File: src/rtl/ast_arb_pkg.sv
// Shared types and default sizes for the Avalon-ST packet arbiter and its picker.
package ast_arb_pkg;

  typedef enum logic {
    ARB_IDLE = 1'b0,
    ARB_BUSY = 1'b1
  } arb_state_t;

  localparam int N_SRC_DEF     = 4;
  localparam int DATA_W_DEF    = 64;
  localparam int CHANNEL_W_DEF = 10;

endpackage

File: src/rtl/ast_rr_pick.sv
// Combinational rotate-priority picker: first asserted request at or after ptr_i, wrapping.
module ast_rr_pick
  import ast_arb_pkg::*;
#(
  parameter  int N_SRC = N_SRC_DEF,
  localparam int SRC_W = $clog2(N_SRC)
) (
  input  logic [N_SRC-1:0] req_i,
  input  logic [SRC_W-1:0] ptr_i,
  output logic             any_req_o,
  output logic [SRC_W-1:0] winner_o
);

  always_comb begin
    any_req_o = |req_i;
    winner_o  = '0;
    // Scan from the farthest offset down so the closest requester to ptr_i wins last.
    for (int i = N_SRC - 1; i >= 0; i--) begin
      if (req_i[(int'(ptr_i) + i) % N_SRC]) begin
        winner_o = SRC_W'((int'(ptr_i) + i) % N_SRC);
      end
    end
  end

endmodule

File: src/rtl/ast_packet_arbiter.sv
// Packet-locked round-robin arbiter feeding one Avalon-ST sink from N_SRC sources.
// Optional AST_ARB_SRC_TAG_EN: replace the low channel bits with the granted source index.
module ast_packet_arbiter
  import ast_arb_pkg::*;
#(
  parameter  int N_SRC     = N_SRC_DEF,
  parameter  int DATA_W    = DATA_W_DEF,
  parameter  int EMPTY_W   = $clog2(DATA_W / 8),
  parameter  int CHANNEL_W = CHANNEL_W_DEF,
  localparam int SRC_W     = $clog2(N_SRC)
) (
  input  logic                       clk_i,
  input  logic                       srst_i,
  input  logic [N_SRC*DATA_W-1:0]    ast_data_i,
  input  logic [N_SRC*EMPTY_W-1:0]   ast_empty_i,
  input  logic [N_SRC*CHANNEL_W-1:0] ast_channel_i,
  input  logic [N_SRC-1:0]           ast_startofpacket_i,
  input  logic [N_SRC-1:0]           ast_endofpacket_i,
  input  logic [N_SRC-1:0]           ast_valid_i,
  output logic [N_SRC-1:0]           ast_ready_o,
  output logic [DATA_W-1:0]          ast_data_o,
  output logic [EMPTY_W-1:0]         ast_empty_o,
  output logic [CHANNEL_W-1:0]       ast_channel_o,
  output logic                       ast_startofpacket_o,
  output logic                       ast_endofpacket_o,
  output logic                       ast_valid_o,
  input  logic                       ast_ready_i,
  output logic [SRC_W-1:0]           arb_grant_o,
  output logic                       arb_busy_o
);

`ifdef AST_ARB_SRC_TAG_EN
  if (CHANNEL_W < SRC_W) begin : g_chan_w_check
    $error("ast_packet_arbiter: CHANNEL_W must be >= SRC_W when source tagging is enabled");
  end
`endif

  arb_state_t       state_q, state_d;
  logic [SRC_W-1:0] grant_q, grant_d;
  logic [SRC_W-1:0] rr_ptr_q, rr_ptr_d;
  logic [N_SRC-1:0] req;
  logic             any_req;
  logic [SRC_W-1:0] winner;
  logic             busy;
  logic             beat_xfer;

  logic [DATA_W-1:0]    data_arr [N_SRC];
  logic [EMPTY_W-1:0]   empty_arr[N_SRC];
  logic [CHANNEL_W-1:0] chan_arr [N_SRC];

  for (genvar k = 0; k < N_SRC; k++) begin : g_unpack
    assign data_arr[k]  = ast_data_i[k*DATA_W +: DATA_W];
    assign empty_arr[k] = ast_empty_i[k*EMPTY_W +: EMPTY_W];
    assign chan_arr[k]  = ast_channel_i[k*CHANNEL_W +: CHANNEL_W];
  end

  assign req       = ast_valid_i & ast_startofpacket_i;
  assign busy      = (state_q == ARB_BUSY);
  assign beat_xfer = ast_valid_o & ast_ready_i;

  ast_rr_pick #(
    .N_SRC(N_SRC)
  ) u_pick (
    .req_i    (req),
    .ptr_i    (rr_ptr_q),
    .any_req_o(any_req),
    .winner_o (winner)
  );

  always_ff @(posedge clk_i) begin
    if (!srst_i) begin
      state_q  <= ARB_IDLE;
      grant_q  <= '0;
      rr_ptr_q <= '0;
    end else begin
      state_q  <= state_d;
      grant_q  <= grant_d;
      rr_ptr_q <= rr_ptr_d;
    end
  end

  always_comb begin
    state_d  = state_q;
    grant_d  = grant_q;
    rr_ptr_d = rr_ptr_q;
    case (state_q)
      ARB_IDLE: begin
        if (any_req) begin
          grant_d = winner;
          state_d = ARB_BUSY;
        end
      end
      ARB_BUSY: begin
        if (beat_xfer && ast_endofpacket_o) begin
          state_d  = ARB_IDLE;
          rr_ptr_d = (grant_q == SRC_W'(N_SRC - 1)) ? '0 : grant_q + 1'b1;
        end
      end
      default: state_d = ARB_IDLE;
    endcase
  end

  always_comb begin
    ast_data_o          = data_arr[grant_q];
    ast_empty_o         = empty_arr[grant_q];
    ast_channel_o       = chan_arr[grant_q];
`ifdef AST_ARB_SRC_TAG_EN
    ast_channel_o[SRC_W-1:0] = grant_q;
`endif
    ast_startofpacket_o = ast_startofpacket_i[grant_q];
    ast_endofpacket_o   = ast_endofpacket_i[grant_q];
    ast_valid_o         = busy & ast_valid_i[grant_q];
    ast_ready_o         = '0;
    // Idle: beats arriving without sop belong to no packet and are flushed.
    if (busy) begin
      ast_ready_o[grant_q] = ast_ready_i;
    end else begin
      ast_ready_o = ast_valid_i & ~ast_startofpacket_i;
    end
  end

  assign arb_busy_o  = busy;
  assign arb_grant_o = grant_q;

endmodule

File: config.mk
export PLATFORM = sky130hd
export DESIGN_NAME = ast_packet_arbiter
export DESIGN_NICKNAME = d
export VERILOG_FILES = /design/src/rtl/ast_arb_pkg.sv /design/src/rtl/ast_rr_pick.sv /design/src/rtl/ast_packet_arbiter.sv
export SDC_FILE = /design/constraint.sdc
export NUM_CORES = 1
export LEC_CHECK = 0
export ABC_AREA = 1
export BUFFER_PORTS_ARGS = -buffer_cell sky130_fd_sc_hd__buf_2
export CAP_MARGIN = 20
export CORE_AREA = 2 2 160 162
export CTS_CLUSTER_SIZE = 24
export DETAILED_ROUTE_END_ITERATION = 8
export DIE_AREA = 0 0 162 164
export SLEW_MARGIN = 20
export SYNTH_ARGS = -nofsm -noshare
export SYNTH_HDL_FRONTEND = slang
export SYNTH_SLANG_ARGS = --single-unit
File: constraint.sdc
create_clock -name clk_i -period 1.65 [get_ports clk_i]
set_input_delay 0.0825 -clock clk_i [delete_from_list [all_inputs] [get_ports clk_i]]
set_output_delay 0.0825 -clock clk_i [all_outputs]
set_load 0.01 [all_outputs]
## After elaboration in Yosys (flattened, before gate mapping)

Index checks and enable logic that the tools add are counted.
W data, S select, Z words.

| storage, ports and cells | value |
|---|---|
| bits in registers | 5 |
| latch bits | 0 |
| RAM bits | 0 |
| memory bits (read-only) | 0 |
| input port bits | 323 |
| output and inout port bits | 87 |
| logic and storage cells | 71 |
| memories | 0 |

| operators by class | value |
|---|---|
| add/sub/neg operators | 4 |
| multipliers | 0 |
| div/mod/pow operators | 0 |
| order comparisons | 7 |
| eq/ne operators | 1 |
| shift-type cells | 0 |
| muxes and demuxes | 37 |
| bitwise operators | 11 |
| reduce and logical (&&, ||, !) cells | 8 |

Operator list:

| cell | count |
|---|---|
| $bmux W64 S2 | 1 |
| $mux W64 | 2 |
| $bmux W10 S2 | 1 |
| $mux W10 | 2 |
| $bmux W1 S2 | 7 |
| $mux W1 | 13 |
| $and A4 B4 Y4 | 3 |
| $lt A3 B4 Y1 const B | 3 |
| $mux W2 | 5 |
| $bmux W3 S2 | 1 |
| $lt A2 B3 Y1 const B | 2 |
| $mux W3 | 2 |
| $reduce_or A2 Y1 | 3 |
| $add A2 B1 Y2 const B | 2 |
| $add A2 B2 Y2 const B | 2 |
| $mux W4 | 1 |
| $not A4 Y4 | 1 |
| $reduce_and A2 Y1 | 2 |
| $reduce_or A4 Y1 | 1 |
| $and A1 B1 Y1 const A | 3 |
| $ge A3 B3 Y1 const B | 1 |
| $not A2 Y3 | 1 |
| $and A1 B1 Y1 | 2 |
| $demux W1 S2 | 1 |
| 5 further kinds | 6 |

## Depth between registers and ports, before layout

Gate-level depths: netlist of run 1.

| depth | value |
|---|---|
| depth after elaboration | 10 |
| gate-level depth with buffers | 10 |
| gate-level depth less buffers | 9 |

## Modules after synthesis

From an unflattened synthesis of run 1, not the netlist that was laid out.

| unflattened totals | value |
|---|---|
| cells, all modules | 557 |
| area, all modules | 2691.3 um^2 |

By module, submodules not included:

| module | instances | cells each | area each (um^2) | sequential area each (um^2) |
|---|---|---|---|---|
| ast_packet_arbiter | 1 | 511 | 2502.4 | 100.1 |
| ast_rr_pick | 1 | 46 | 188.9 | 0.0 |

## Least setup slack after synthesis of run 1

OpenSTA, ideal clock, no wires.

| path | value |
|---|---|
| path type | flip-flop to flip-flop |
| from | register grant_q[0] (netlist: arb_grant_o[0]) |
| to | register rr_ptr_q[1] |
| setup time | 0.117 ns |
| arrival | 1.420 ns |
| data required time | 1.533 ns |
| setup slack | 0.113 ns |
| cell stages (with the launch flop) | 8 |
| buffers on the path | 3 |
| period minus slack after synthesis | 1.537 ns |
| path through | dfxtp_1 -> buf_6 -> inv_2 -> buf_4 -> buf_2 -> ha_1 -> o21ai_2 -> a21oi_2 |

| between the ends | value |
|---|---|
| longest elaborated chain between the ends | 6 |
| elaborated cells between the ends (all ways) | 11 |
| those cells by class | 1 x add/sub; 1 x eq/ne; 5 x mux; 2 x bitwise; 2 x reduce/logical |

RTL lines:

| element | RTL line | source |
|---|---|---|
| from (decl) | ast_packet_arbiter.sv:39 | `logic [SRC_W-1:0] grant_q, grant_d;` |
| from (signal assigned) | ast_packet_arbiter.sv:77 | `grant_q <= grant_d;` |
| $bmux W1 S2 | ast_packet_arbiter.sv:112 | `ast_valid_o = busy & ast_valid_i[grant_q];` |
| $mux W1 (not written as such) | ast_packet_arbiter.sv:112 |  |
| $and A1 B1 Y1 | ast_packet_arbiter.sv:112 |  |
| $and A1 B1 Y1 | ast_packet_arbiter.sv:59 | `assign beat_xfer = ast_valid_o & ast_ready_i;` |
| $logic_and A1 B1 Y1 | ast_packet_arbiter.sv:94 | `if (beat_xfer && ast_endofpacket_o) begin` |
| $reduce_and A2 Y1 (no source line) | -- |  |
| to (signal assigned) | ast_packet_arbiter.sv:78 | `rr_ptr_q <= rr_ptr_d;` |
| to (decl) | ast_packet_arbiter.sv:40 | `logic [SRC_W-1:0] rr_ptr_q, rr_ptr_d;` |

Parallel ways exist; a longest one is shown, timed or not. The select of a mux whose other input is x is not followed.
A chain may end at the register's enable or synchronous reset.

## Worst setup path after layout of run 1

| path | value |
|---|---|
| from | register grant_q[0] (netlist: arb_grant_o[0]) |
| to | output port ast_data_o[22] |

| between the ends | value |
|---|---|
| longest elaborated chain between the ends | 4 |

RTL lines:

| element | RTL line | source |
|---|---|---|
| $not A2 Y3 (not written as such) | ast_packet_arbiter.sv:104 | `ast_data_o = data_arr[grant_q];` |
| $bmux W64 S2 | ast_packet_arbiter.sv:104 |  |
| $mux W64 (not written as such) (2 in series) | ast_packet_arbiter.sv:104 |  |
| to (decl) | ast_packet_arbiter.sv:21 | `output logic [DATA_W-1:0] ast_data_o,` |

Every way passes these cells. The select of a mux whose other input is x is not followed.

==> run metrics, run 1 <==
sw power=1.26 mW; hold path cells=3; worst min path class=primary input to register; worst r2r dst=rr_ptr_q[1]$_SDFFE_PN0P_; Pwr Density=498 nW/um^2; share of layout cells above drive strength 1=48.5%; worst reg2reg startpoint=arb_grant_o[0]$_SDFFE_PN0P_; Yosys reg bits=5; initial antenna violation count=3; Final Cell Area=5320 sq um; CP max stage delay=440 ps; Leakage=2.75 nW; Cell Rows=58; routed wire length=18300 um; Synth warnings=0; total congestion overflow=0; worst path bufs/invs=2; final hold violation count=0; number of clock sinks=5; post-DP HPWL=14200 um; final setup fails=1; drt wl/cell=14.6 um; DRT Pass-1 Iters=7; VDD IR max=213 uV; Flop pwr share=6.0%; Synth Instances=538; CP max stage cell=dfxtp_4; Mapped Area=2670 sq um; CTS tree=built; fill count=2864; largest net degree at the start of global routing=65; violated checks=setup timing; CP Max Fanout=64; htree depth=1; total number of vias=5488; clock latency on the worst-skew pair=230 ps; area post-placement=5120 sq um; outcome=complete, but fails checks; register clock-pin slew on the reported worst setup and hold paths=30 ps; hold path start=srst_i; number of global-route vias before repair=4667; clk buf depth=2; fin nets=1245; area of the core=24800 sq um; Final WS setup=-4.41 ps; period utilization=100%; MaxCap Viol Count=0; syn nets=865; asr flop ratio synth=0%; crit path DAT=1570 ps; port bufs=409; area growth from synthesis to layout=99.0%; flop2flop setup slack=220 ps; global-route wire length before repair=24400 um; fmax=0.604 GHz; hold path endpoint=rr_ptr_q[1]$_SDFFE_PN0P_; Vias per Instance=4.39; DR iter-0 viols=583; Critical Path, Cell by Cell=buf_12 -> o21ai_0 -> o22ai_1 -> buf_2; IO Pins=410; internal cell power=1.39 mW; measured slew at the worst slew-check pin=364 ps; DIE AREA=26600 sq um; RSZ-0062 raised after global routing=true; kind of critical path=register to primary output; CP Data Required Time=1570 ps; CTS Buf Count=3; chip height=164 um; depth of the worst register-to-register path=9; syn_area_per_cell=4.97 sq um; Sw Ratio=47.6%; Worst setup SP type=register; DRC=0; Gate power share=78.8%; EDFF count, synth=0; max-slew violations=0; count of different cell masters after synthesis=28; Synth Flop Type=dfxtp_1; Clk network pwr share=15.2%; initial core utilization=10.8%; CTS Hold Buffers Added=0; Post-DRT Antenna Nets=0; root buffer cell=clkbuf_16; final setup TNS=-4.41 ps; Clock Skew=1.68 ps; Tot GR Track Use=11.5%; register area share after synthesis=3.74%; slew margin rel.=75.5%; gpl congestion=0.868; Die X=162 um; min cycle time layout=1650 ps; CP delay by family, top=buffers and inverters; Setup crit end kind=primary output
-- timing repair --
item	4_1_cts	5_1_grt
gates resized for setup	0	29
setup buffers	0	1
endpoints found under the setup margin	0	38
-- cell type report --
type | count | area, sq um | area share (%)
timing repair buffer | 428 | 2390 | 45.0
sequential | 5 | 105 | 1.98
antenna | 2 | 5.00 | 0.0941
clock buffer | 4 | 78.8 | 1.48
multi-input combinational | 470 | 2280 | 42.9
tap | 330 | 413 | 7.76
inverter | 10 | 45.0 | 0.846
-- power by group through the flow --
stage	logic, mW	clock network [mW]	registers (mW)
3_5_place_dp	1.99	0	0.157
4_1_cts	2.00	0.410	0.155
6_report	2.09	0.403	0.159
3_3_place_gp	1.98	0	0.156
2_1_floorplan	1.01	0	0.147
5_1_grt	2.28	0.419	0.162
-- state kept, by name, indices dropped and copies added (netlist names) --
signal       count
arb_busy_o       1
arb_grant_o      2
rr_ptr_q         2
-- kinds of logic (layout without fill, tap and decap cells) --
| family | after synthesis | count (layout) | synth area share, % |
|---|---|---|---|
| adder cells (fa/ha/maj) | 4 | 4 | 1.87 |
| buffers and inverters | 63 | 442 | 10.9 |
| XOR/XNOR | 2 | 2 | 0.655 |
| AO/OA/AOI/OAI | 248 | 248 | 50.4 |
| AND/OR/NAND/NOR | 216 | 216 | 32.4 |
| flip-flops | 5 | 5 | 3.74 |
| other | 0 | 2 | 0 |
-- metrics by stage --
step | utilization, % | std cells | setup WS [ps] | hold slack [ps] | total power [mW]
after floorplan | - | 538 | 113 | 199 | 1.16
final | 21.4 | 1249 | -4.41 | 114 | 2.65
after detailed placement | 20.6 | 1240 | 201 | 348 | 2.15
after CTS | 20.9 | 1244 | 17.4 | 107 | 2.56
after global routing | 21.4 | 1249 | -34.6 | 128 | 2.86
after global placement | 20.6 | 1240 | 210 | 344 | 2.13
-- how the worst max path moves through the flow --
stage,slack (ps),endpoint,startpoint,cells after the start
after CTS,20,ast_channel_o[0],arb_grant_o[0]$_SDFFE_PN0P_,5
final,-4,ast_data_o[22],arb_grant_o[0]$_SDFFE_PN0P_,4
after global placement,210,rr_ptr_q[1]$_SDFFE_PN0P_,arb_grant_o[0]$_SDFFE_PN0P_,9
after detailed placement,200,rr_ptr_q[1]$_SDFFE_PN0P_,arb_grant_o[0]$_SDFFE_PN0P_,8
after global routing,-30,ast_data_o[22],arb_grant_o[0]$_SDFFE_PN0P_,4
after floorplan,110,rr_ptr_q[1]$_SDFFE_PN0P_,arb_grant_o[0]$_SDFFE_PN0P_,7
-- synth_stat cells (3+ instances only) --
cell type  number  area, sq um
buf_4           3         22.5
inv_2           4         15.0
o21ai_0       160          801
dfxtp_1         5          100
inv_1           6         22.5
buf_2          18         90.1
clkbuf_1       27          101
nand3_1        16         80.1
a21oi_1         5         25.0
o22ai_1        79          494
nand2_1        35          131
nor2_1        158          593
ha_1            4         50.1
-- worst reg2reg max path, cell delays in order (launching register included) --
cell     delay [ps]
dfxtp_4         390
inv_8           130
buf_16          170
nand2_1          70
nand3_1          60
nand2_1         100
nor3_4          150
inv_2            80
o21ai_2         120
a21oi_2          40
-- cells in the final DEF (no fill, tap or decap), drive strengths merged --
master    n
nand3    18
ha        4
a31oi     1
nand4     1
xnor2     1
nor3      1
o22ai    79
xor2      1
nor2    158
inv      10
or2       1
buf     425
o21ai   162
a21oi     6
nand2    37
clkbuf    7
dfxtp     5
diode     2
-- metal layers --
layer	global-route usage (%)	vias up	wire, um
met1	13.8	2441	7030
met2	20.6	355	8990
met5	0	-	13
met3	2.95	20	1920
li1	-	2670	-
met4	3.02	2	311
No activity file was read; power rests on OpenSTA's default activity.
==> run 2, diff against run 1 <==
--- a/config.mk
+++ b/config.mk
@@ -8,10 +8,11 @@
 export ABC_AREA = 1
 export BUFFER_PORTS_ARGS = -buffer_cell sky130_fd_sc_hd__buf_2
 export CAP_MARGIN = 20
-export CORE_AREA = 2 2 160 162
+export CORE_AREA = 4 4 157 159
 export CTS_CLUSTER_SIZE = 24
 export DETAILED_ROUTE_END_ITERATION = 8
-export DIE_AREA = 0 0 162 164
+export DIE_AREA = 0 0 161 163
+export PLACE_DENSITY = 0.37
 export SLEW_MARGIN = 20
 export SYNTH_ARGS = -nofsm -noshare
 export SYNTH_HDL_FRONTEND = slang
==> run 2 against run 1 <==
Largest cell class unchanged. First-iteration DRC count down 28%. Critical path type unchanged. The flow now finishes without violations. Register-to-register slack better by 50 ps. Maximum frequency increased by 1.2%.
==> run metrics, run 2 (same netlist as run 1, synthesis figures left out) <==
outcome=complete, no violations; post-DP HPWL=15800 um; Die X=161 um; area growth from synthesis to layout=103%; worst min path class=primary input to register; clock latency on the worst-skew pair=230 ps; Worst setup SP type=register; number of clock sinks=5; max-slew violations=0; Register Area=105 sq um; number of global-route vias before repair=5015; port bufs=409; RSZ-0062 raised after global routing=true; routed wire length=20300 um; DR iter-0 viols=417; Leakage=2.82 nW; root buffer cell=clkbuf_16; Setup WS pre-CTS=187 ps; number of diodes=0; Tot GR Track Use=12.8%; initial core utilization=11.5%; htree depth=1; Final WS setup=15.3 ps; crit path DAT=1550 ps; Pwr Density=497 nW/um^2; DIE AREA=26200 sq um; CP Data Required Time=1570 ps; commonest cells after routing, fill and taps aside=buf_2, o21ai_0, nor2_1, o22ai_1, nand2_1; Cell Rows=56; clk buf depth=2; final hold violation count=0; CTS Buf Count=3; CP Max Fanout=19; total power=2.70 mW; CTS tree=built; min cycle time layout=1630 ps; gpl congestion=0.844; fmax=0.612 GHz; largest net degree at the start of global routing=48; Clock Skew=0.342 ps; share of layout cells above drive strength 1=49.1%; fill count=2702; fin nets=1256; initial antenna violation count=0; area of the core=23300 sq um; MaxCap Viol Count=0; DRT Pass-1 Iters=4; drt wl/cell=16.3 um; Setup crit end kind=primary output; Multi-input gate area=2280 sq um; measured slew at the worst slew-check pin=355 ps; kind of critical path=register to primary output; global-route wire length before repair=27400 um; IO Pins=410; final setup fails=0; DRC=0; register clock-pin slew on the reported worst setup and hold paths=30 ps; Post-DRT Antenna Nets=0; most common cell after layout, fill and taps aside=buf_2; slew margin rel.=76.1%; VDD IR max=275 uV; total number of vias=5345; Vias per Instance=4.29; total congestion overflow=0; period utilization=99.1%; chip height=163 um
## run 2: cell types whose count changed in the layout (fill, tap and decap cells not counted), moves of 5 or more
cell	change
o21ai_0	+20
o21ai_1	-20
buf_4	+8
buf_12	+5
## run 2: metrics by stage
step                      instances  hold slack (ps)  utilization [%]  instance area, sq um  TNS (ps)
after detailed placement       1237              352             22.4                  5200         0
after global placement         1237              346             22.4                  5200         0
after CTS                      1242              117             22.8                  5290         0
final                          1247              118             23.4                  5440         0
after global routing           1247              118             23.4                  5440      -181
after floorplan                 538              199                -                  2670         0
## run 2: layer usage
layer / vias up / wire length, um / global-route usage [%]
met2: 246 / 10700 / 24.8
met1: 2402 / 8260 / 15.2
met5: - / 0 / 0
met4: 0 / 100 / 1.51
met3: 8 / 1330 / 2.08
li1: 2689 / - / -
## run 2: layout make-up
type / instances / area share (%)
Clock buffer: 4 / 1.45
Sequential cell: 5 / 1.93
Tap cell: 319 / 7.34
Multi-Input combinational cell: 470 / 42.0
Inverter: 10 / 0.829
Timing Repair Buffer: 439 / 46.5
## run 2: critical path, stage by stage, from the launching register on
cell and delay [ps]:
dfxtp_4 370, buf_12 160, buf_12 160, o21ai_0 320, o22ai_1 130, buf_2 150
## run 2: final timing paths
kind | startpoint | endpoint | slack, ps | cells after the start
max | arb_grant_o[0]$_SDFFE_PN0P_ | ast_data_o[47] | 20 | 5
min | srst_i | rr_ptr_q[1]$_SDFFE_PN0P_ | 120 | 3
min reg2reg | rr_ptr_q[1]$_SDFFE_PN0P_ | rr_ptr_q[1]$_SDFFE_PN0P_ | 610 | 2
max reg2reg | rr_ptr_q[0]$_SDFFE_PN0P_ | arb_grant_o[0]$_SDFFE_PN0P_ | 270 | 8
## run 2: where the power goes
part / internal, mW / total [mW] / switching [mW]
Clock: 0.321 / 0.403 / 0.0821
Sequential: 0.132 / 0.154 / 0.0216
Combinational: 0.979 / 2.14 / 1.17
## run 2: what timing repair did
action / in CTS / in global routing
hold buffers: 0 / 0
gates cloned: 0 / 5
endpoints found under the setup margin: 20 / 31
gates resized for setup: 1 / 4
setup buffers: 1 / 0
==> run 3, diff against run 2 <==
--- a/config.mk
+++ b/config.mk
@@ -16,4 +16,5 @@
 export SLEW_MARGIN = 20
 export SYNTH_ARGS = -nofsm -noshare
 export SYNTH_HDL_FRONTEND = slang
+export SYNTH_HIERARCHICAL = 1
 export SYNTH_SLANG_ARGS = --single-unit
==> run 3 against run 2 <==
Combinational power up 33%. Flip-flop and latch count unchanged. Global-route usage up 0.35 points. Via count up 1.8%. Synthesized cell count up 3.5%. Hold slack better by 1.7 ps. First-iteration DRC count down 29%. Critical endpoint is now ast_ready_o[1]. Setup slack better by 55 ps. Sequential share of layout area about the same. Non-clock buffer count up 5.
==> run metrics, run 3 <==
Synth Instances=557; IO Pins=410; Worst setup SP type=register; final hold violation count=0; RSZ-0062 raised after global routing=true; CTS tree=built; count of different cell masters after synthesis=18; final setup fails=0; CP delay by family, top=buffers and inverters; worst reg2reg startpoint=arb_grant_o[0]$_SDFFE_PN0P_; global-route wire length before repair=28300 um; number of clock sinks=5; measured slew at the worst slew-check pin=287 ps; chip height=163 um; largest net degree at the start of global routing=53; slew margin rel.=80.7%; CTS Hold Buffers Added=0; MaxCap Viol Count=0; syn_area_per_cell=4.83 sq um; root buffer cell=clkbuf_16; Final WS setup=70.5 ps; commonest cells after routing, fill and taps aside=buf_2, nor2_1, o21ai_0, o22ai_1, nand2_1; area of the core=23300 sq um; number of global-route vias before repair=5395; crit path DAT=1500 ps; period utilization=95.7%; Die X=161 um; share of the synthesized area in the top cell type=29.8%; CP Max Fanout=22; Mapped Area=2690 sq um; total number of vias=5443; DRC=0; Leakage=2.90 nW; worst min path class=primary input to register; Setup crit end kind=primary output; total congestion overflow=0; ranking of synthesized cells by area=o21ai_0, nor2_1, o22ai_1, nand2_1, clkbuf_1; Clock Skew=2.35 ps; min cycle time layout=1580 ps; worst r2r dst=rr_ptr_q[0]$_SDFFE_PN0P_; register area share after synthesis=3.72%; Critical Path, Cell by Cell=buf_4 -> clkbuf_16 -> ha_1 -> a32o_1 -> buf_2; most common cell after layout, fill and taps aside=buf_2; max-slew violations=0; most frequent cell after synthesis=nor2_1; Post-synth top cells=nor2_1, o21ai_0, o22ai_1; Pwr Density=621 nW/um^2; flop2flop setup slack=220 ps; CP Data Required Time=1570 ps; fin nets=1280; hold path endpoint=rr_ptr_q[1]$_SDFFE_PN0P_; htree depth=1; Synth Flop Type=dfxtp_1; DIE AREA=26200 sq um; Core Util, Final=23.5%; Hold WS=120 ps; share of layout cells above drive strength 1=48.0%; syn nets=884; VDD IR max=213 uV; Yosys reg bits=5; CP max stage cell=dfxtp_4; clock latency on the worst-skew pair=230 ps; asr flop ratio synth=0%; Cell Rows=56; leading area contributor after synthesis=o21ai_0; kind of critical path=register to primary output; port bufs=409; fmax=0.633 GHz; hold path start=srst_i; CTS Buf Count=3; Vias per Instance=4.28; initial core utilization=11.6%; outcome=complete, no violations; clk buf depth=2; Tot GR Track Use=13.2%; initial antenna violation count=1; drt wl/cell=15.6 um; gpl congestion=0.835; Synth warnings=6; DRT Pass-1 Iters=4; area growth from synthesis to layout=103%; worst path bufs/invs=3; post-DP HPWL=15700 um; DR iter-0 viols=295; Post-DRT Antenna Nets=0; routed wire length=19800 um; depth of the worst register-to-register path=8; CP max stage delay=370 ps; register clock-pin slew on the reported worst setup and hold paths=30 ps; hold path cells=3; EDFF count, synth=0; Setup WS pre-CTS=231 ps
## run 3: cell types whose count changed after synthesis, moves of 3 or more
| cell | change |
|---|---|
| a32o_1 | +3 |
| buf_4 | -3 |
| clkbuf_1 | +5 |
| inv_1 | +14 |
| nand2_1 | +10 |
| nor2_1 | +6 |
## run 3: report_power, final
| group | total [mW] | internal [mW] | switching (mW) | leakage [nW] |
|---|---|---|---|---|
| Clock | 0.399 | 0.320 | 0.0784 | 0.0382 |
| Sequential | 0.162 | 0.137 | 0.0255 | 0.0422 |
| Combinational | 2.84 | 1.26 | 1.58 | 2.82 |
## run 3: worst max-delay path by stage
stage	start	endpoint	slack [ps]	cells after the start
after floorplan	arb_grant_o[0]$_SDFFE_PN0P_	rr_ptr_q[1]$_SDFFE_PN0P_	40	9
after global placement	arb_grant_o[0]$_SDFFE_PN0P_	rr_ptr_q[1]$_SDFFE_PN0P_	240	8
final	arb_grant_o[0]$_SDFFE_PN0P_	ast_ready_o[1]	70	5
after CTS	arb_grant_o[0]$_SDFFE_PN0P_	ast_data_o[59]	4	5
after detailed placement	arb_grant_o[0]$_SDFFE_PN0P_	ast_data_o[39]	230	5
after global routing	arb_grant_o[0]$_SDFFE_PN0P_	ast_data_o[5]	-20	6
## run 3: cell type report
type	count	area, sq um
fillers	2706	17800
diodes	1	2.50
multi-input cells	476	2280
inverters	23	93.8
clock buffers	4	78.8
repair buffers	444	2510
well taps	319	399
flip-flops and latches	5	105
## run 3: logic make-up (layout without fill, tap and decap cells)
group,count (synthesis),in the layout,synth area share [%]
buf+inv,76,471,12.0
fa+ha+maj,4,4,1.86
simple gates,227,227,32.6
other cells,0,1,0
flops,5,5,3.72
compound gates,245,245,49.7
## run 3: routing by layer
| layer | share of wire, % | routed length (um) | track usage [%] | up-vias |
|---|---|---|---|---|
| met3 | 7.9 | 1560 | 2.46 | 24 |
| li1 | - | - | - | 2744 |
| met1 | 39 | 7770 | 15.0 | 2386 |
| met5 | 0 | 0 | 0 | - |
| met4 | 2.1 | 422 | 3.72 | 0 |
| met2 | 51 | 10100 | 24.9 | 289 |
## run 3: repair_timing
| action | 4_1_cts | 5_1_grt |
|---|---|---|
| gates cloned | 0 | 3 |
| endpoints found under the setup margin | 1 | 33 |
| buffers inserted | 0 | 4 |
| pin swaps | 0 | 1 |
| resized for setup | 1 | 7 |
## run 3: worst reg2reg max path, delay by kind of cell, from the launching register on
family	cells	cell delay, ps
AND/OR/NAND/NOR	6	610
buffers and inverters	2	350
flip-flops	1	400
## run 3: per-stage QoR
step                TNS [ps]  instance area [sq um]  power, mW  std cells
global placement           0                   5260       2.94       1260
finish                     0                   5470       3.40       1272
global route           -46.5                   5470       3.74       1271
detailed placement         0                   5260       2.91       1260
CTS                        0                   5340       3.33       1264
floorplan                  0                   2690       1.55        557
